File: src/rtl/seg_scan_ctrl_pkg.sv
// Shared definitions for the multiplexed seven-segment scan controller.
// Leading-zero blanking is built in when SEG_SCAN_LZB_EN is defined.
package seg_scan_ctrl_pkg;

  localparam logic [7:0] SEG_OFF   = 8'hFF;
  localparam logic [3:0] NIB_BLANK = 4'hF;

  typedef enum logic {
    BLANK = 1'b0,
    SHOW  = 1'b1
  } state_t;

endpackage

File: src/rtl/seg_scan_ctrl_decoder.sv
// Registered BCD to seven-segment decoder, active-low {a..g, dp}.
// Codes 10..15 produce a dark digit.
module decoder_7_seg
  import seg_scan_ctrl_pkg::*;
(
  input  logic       CLK,
  input  logic [3:0] D,
  output logic [7:0] SEG
);

  always_ff @(posedge CLK) begin
    case (D)
      4'd0:    SEG <= 8'b00000011;
      4'd1:    SEG <= 8'b10011111;
      4'd2:    SEG <= 8'b00100101;
      4'd3:    SEG <= 8'b00001101;
      4'd4:    SEG <= 8'b10011001;
      4'd5:    SEG <= 8'b01001001;
      4'd6:    SEG <= 8'b01000001;
      4'd7:    SEG <= 8'b00011111;
      4'd8:    SEG <= 8'b00000001;
      4'd9:    SEG <= 8'b00001001;
      default: SEG <= SEG_OFF;
    endcase
  end

endmodule

File: src/rtl/seg_scan_ctrl.sv
// Time-multiplexed common-anode digit scanner with frame-synchronous update.
// Define SEG_SCAN_LZB_EN to blank leading zeros.
module seg_scan_ctrl
  import seg_scan_ctrl_pkg::*;
#(
  parameter int NUM_DIGITS   = 4,
  parameter int PRESCALE     = 50000,
  parameter int BLANK_CYCLES = 16
) (
  input  logic                    CLK,
  input  logic                    RST,
  input  logic                    LOAD,
  input  logic [4*NUM_DIGITS-1:0] VALUE,
  output logic [7:0]              SEG,
  output logic [NUM_DIGITS-1:0]   AN,
  output logic                    BUSY,
  output logic                    FRAME_DONE
);

  localparam int IW   = $clog2(NUM_DIGITS);
  localparam int MAXC = (PRESCALE > BLANK_CYCLES) ?
                        PRESCALE : BLANK_CYCLES;
  localparam int CW   = $clog2(MAXC) + 1;

  localparam logic [IW-1:0] LAST  = IW'(NUM_DIGITS - 1);
  localparam logic [CW-1:0] P_END = CW'(PRESCALE - 1);
  localparam logic [CW-1:0] B_END = CW'(BLANK_CYCLES - 1);

  state_t                  state, state_n;
  logic [IW-1:0]           idx, idx_n;
  logic [CW-1:0]           cnt, cnt_n;
  logic [NUM_DIGITS-1:0]   an_n;
  logic                    fd_n;
  logic [4*NUM_DIGITS-1:0] active, pending;
  logic                    pend_flag;
  logic [3:0]              d;

  always_comb begin
    state_n = state;
    idx_n   = idx;
    cnt_n   = cnt + CW'(1);
    unique case (state)
      BLANK: if (cnt == B_END) begin
        state_n = SHOW;
        cnt_n   = '0;
      end
      SHOW: if (cnt == P_END) begin
        state_n = BLANK;
        cnt_n   = '0;
        idx_n   = (idx == LAST) ? '0 : idx + IW'(1);
      end
    endcase
    an_n = '1;
    if (state_n == SHOW)
      an_n[idx_n] = 1'b0;
    fd_n = (state_n == SHOW) && (idx_n == LAST) &&
           (cnt_n == P_END);
  end

  // FRAME_DONE high marks the cycle whose closing edge is the frame boundary
  always_ff @(posedge CLK or posedge RST) begin
    if (RST) begin
      state      <= BLANK;
      idx        <= '0;
      cnt        <= '0;
      AN         <= '1;
      FRAME_DONE <= 1'b0;
      active     <= {NUM_DIGITS{NIB_BLANK}};
      pending    <= {NUM_DIGITS{NIB_BLANK}};
      pend_flag  <= 1'b0;
    end else begin
      state      <= state_n;
      idx        <= idx_n;
      cnt        <= cnt_n;
      AN         <= an_n;
      FRAME_DONE <= fd_n;
      if (FRAME_DONE) begin
        if (LOAD)
          active <= VALUE;
        else if (pend_flag)
          active <= pending;
        pend_flag <= 1'b0;
      end else if (LOAD) begin
        pending   <= VALUE;
        pend_flag <= 1'b1;
      end
    end
  end

  assign BUSY = pend_flag;

`ifdef SEG_SCAN_LZB_EN
  logic [IW-1:0] msd;

  always_comb begin
    msd = '0;
    for (int k = 1; k < NUM_DIGITS; k++)
      if (active[4*k +: 4] != 4'h0)
        msd = IW'(k);
  end

  assign d = (idx > msd) ? NIB_BLANK : active[4*idx +: 4];
`else
  assign d = active[4*idx +: 4];
`endif

  decoder_7_seg u_dec (
    .CLK (CLK),
    .D   (d),
    .SEG (SEG)
  );

endmodule
File: config.mk
export PLATFORM = sky130hd
export DESIGN_NAME = seg_scan_ctrl
export DESIGN_NICKNAME = d
export VERILOG_FILES = /design/src/rtl/seg_scan_ctrl_pkg.sv /design/src/rtl/seg_scan_ctrl_decoder.sv /design/src/rtl/seg_scan_ctrl.sv
export SDC_FILE = /design/constraint.sdc
export NUM_CORES = 1
export LEC_CHECK = 0
export CELL_PAD_IN_SITES_DETAIL_PLACEMENT = 0
export CELL_PAD_IN_SITES_GLOBAL_PLACEMENT = 1
export CORE_ASPECT_RATIO = 0.8
export CORE_MARGIN = 2
export CORE_UTILIZATION = 51
export CTS_BUF_LIST = sky130_fd_sc_hd__clkbuf_8
export CTS_CLUSTER_DIAMETER = 150
export DETAILED_ROUTE_END_ITERATION = 10
export PLACE_DENSITY = 0.95
export RECOVER_POWER = 50
export SLEW_MARGIN = 0
export SYNTH_ARGS = -nofsm -noshare
export SYNTH_HDL_FRONTEND = slang
export SYNTH_SLANG_ARGS = --single-unit
File: constraint.sdc
create_clock -name CLK -period 4.5 [get_ports CLK]
set_clock_uncertainty 0.2 [all_clocks]
set_input_delay 0.9 -clock CLK [delete_from_list [all_inputs] [get_ports CLK]]
set_output_delay 0.9 -clock CLK [all_outputs]
set_load 0.05 [all_outputs]
==> qor.txt <==
Req. time, crit path -> 4.73 ns
Initial Utilization -> 53.6%
cell depth of the worst setup path -> 3
top cells by area, synth -> dfstp_2, dfrtp_1, mux2i_1, mux2_2, dfxtp_1
clk buf depth -> 2
Setup crit end kind -> asynchronous set/reset pin
mux contribution to synthesized area -> 15.7%
synthesized area -> 3200 µm²
worst hold slack -> 0.279 ns
routability cong. -> 0.876
hold depth -> 2
failing checks -> capacitance limit, slew limit
post-CTS setup buffer count -> 0
TritonCTS buffer count -> 9
Seq/Total Area, Yosys -> 51.1%
setup_tns -> 0 ns
Avg Synthesized Cell Area -> 11.3 µm²
cell count of the worst reg-to-reg path -> 7
maximum VDD drop -> 0.000202 V
critical hold path startpoint -> active[1]
share of cells above drive strength 1 -> 27.0%
number of DRC markers in iteration 0 -> 133
worst setup margin -> 1.46 ns
via count -> 2136
setup violators final -> 0
Root Driver -> clkbuf_8
max-slew violations -> 44
PostCTS Resize Cnt -> 0
Commonest cells post-synth -> dfstp_2, nand2_1, nor2_1, dfrtp_1, mux2i_1
# rows -> 25
clk sink count -> 65
antenna-violating nets left -> 0
pin count of the biggest net entering global routing -> 44
leakage -> 1.52 nW
worst hold path endpoint -> active[1]
wire length per cell -> 15.1 µm
Synth cell types -> 51
core area -> 5970 µm²
Final Hold Vio Count -> 0
H-tree level count -> 3
WS Path Type -> input port to asynchronous set/reset pin
port bufs -> 31
cell taking the most area after synthesis -> dfstp_2
Mapped Nets -> 310
Die X-Extent -> 92.6 µm
CP delay by family, top -> buffers and inverters
Worst R2R End -> FRAME_DONE
reg2reg start -> cnt[0]
Bufs and invs on worst path -> 3
post-layout net count -> 341
ant diodes -> 0
Fmax -> 0.329 GHz
slowest stage delay, CP -> 1.13 ns
Yosys reg bits -> 65
Residual DRC -> 0
vias in the first global route -> 2093
final core utilization -> 62.9%
final WL -> 6010 µm
synth warn -> 0
top_reg_cell synth -> dfstp_2
number of max-cap violations -> 1
compound-gate portion of the synthesized area -> 7.39%
worst skew pair latency -> 0.33 ns
RSZ-0062 raised after global routing -> false
die height -> 74.9 µm
Pre-Repair DR Iteration Count -> 5
DP HPWL -> 4290 µm
post-synthesis simple-gate area fraction -> 14.7%
Area Growth Syn to Fin -> 17.4%
initial antenna violation count -> 0
status -> finished, violations left
most frequent cell after synthesis -> dfstp_2
worst path arrival time -> 3.27 ns
Period Utilization, post-route -> 67.5%
share of the synthesized area in the top cell type -> 29.5%
global-route wire length before repair -> 10300 µm
Adder-Cell Fraction of Synth Area -> 3.13%
largest fanout on the critical path -> 43
CP Launch Type -> input port
max_slew headroom -> -5.58%
pin slew with the least headroom to its limit -> 1.58 ns
Hold Crit Class -> flop to flop
I/O Pins -> 33
Worst R2R Setup Slack -> 1.90 ns
pwr/cell area -> 331 nW/µm²
Reg clk slew, reported paths -> 0.06 ns
slowest stage cell, crit path -> inv_1
Post-Syn Instances -> 283
dpl ws -> 1.70 ns
GRT Total Usage -> 19.6%
Final min period -> 3.04 ns
crit-path cells -> dlygate4sd3_1 > inv_1 > clkbuf_1
EDFF count, synth -> 0
DR vias/cell -> 5.35
Post-Synth XOR/XNOR Area -> 4.38%
async set-reset flop share out of synthesis -> 89.2%
grt total ovfl -> 0
Die ar. -> 6930 µm²
Hold-fix buffers, CTS -> 0
largest family of logic cells by synthesized area -> multiplexers
CTS tree -> yes
## final cells by class
type	count	area (µm²)
multi-input cells	195	1420
flip-flops and latches	65	1640
fillers	481	2220
inverters	8	30.0
repair buffers	35	337
well taps	81	101
clock buffers	12	165
clock inverters	3	63.8
## state kept, by name, indices dropped and copies added, names as in the netlist
name / cells
BUSY: 1
AN: 4
FRAME_DONE: 1
state: 1
u_dec.SEG: 7
active: 16
pending: 16
idx: 2
cnt: 17
## layer usage
metal / part of all wire (%) / track usage (%)
met1: 51 / 28.6
met4: 0.52 / 6.30
met5: 0 / 0
met2: 45 / 28.9
met3: 4.1 / 5.11
## worst min-delay path, delay by kind of cell (launching register included)
family           cells  cell delay (ns)
flip-flops           1             0.37
AO/OA/AOI/OAI        1             0.06
AND/OR/NAND/NOR      1             0.04
## cell families (layout without fill, tap and decap cells)
kind of cell             Yosys count  count (layout)
AO/OA/AOI/OAI                     38              38
XOR/XNOR                          16              16
adder cells (fa/ha/maj)            8               8
buffers and inverters             23              58
flip-flops                        65              65
multiplexers                      42              42
other                              1               1
AND/OR/NAND/NOR                   90              90
## report_power, final
group          internal (mW)  total, mW  switching [mW]  leakage, nW
clock                  0.353      0.557           0.205        0.120
sequential             0.610      0.616         0.00689        0.719
combinational         0.0355     0.0682          0.0326        0.679
## through the flow
stage                     instance area, µm²  cells  power [mW]
after floorplan                         3200    283       0.666
after global placement                  3560    384       0.694
after detailed placement                3560    384       0.696
after CTS                               3790    399        1.26
after global routing                    3760    399        1.29
final                                   3760    399        1.24
## cell usage in the layout, fill, tap and decap left out, drive strengths merged, types with 2 or more instances in the layout
master	n
xnor2	5
clkbuf	13
nor3	4
mux2i	22
dfstp	36
buf	3
nor2	24
inv	9
mux4	3
bufinv	2
nand3	7
ha	8
xor2	11
and3	3
clkdlybuf4s50	29
nor2b	2
a211oi	2
dfxtp	7
dfrtp	22
o21ai	24
dlygate4sd3	2
a21oi	7
mux2	17
o31ai	2
nor4	3
nor4b	2
nand2	32
nand4	6
## worst max path at each step
stage	start	end
after floorplan	RST	BUSY
after global placement	LOAD	pending[5]
after detailed placement	LOAD	active[10]
after CTS	AN[0]	AN[0]
after global routing	RST	active[0]
final	RST	active[0]
No activity file was read; power rests on OpenSTA's default activity.
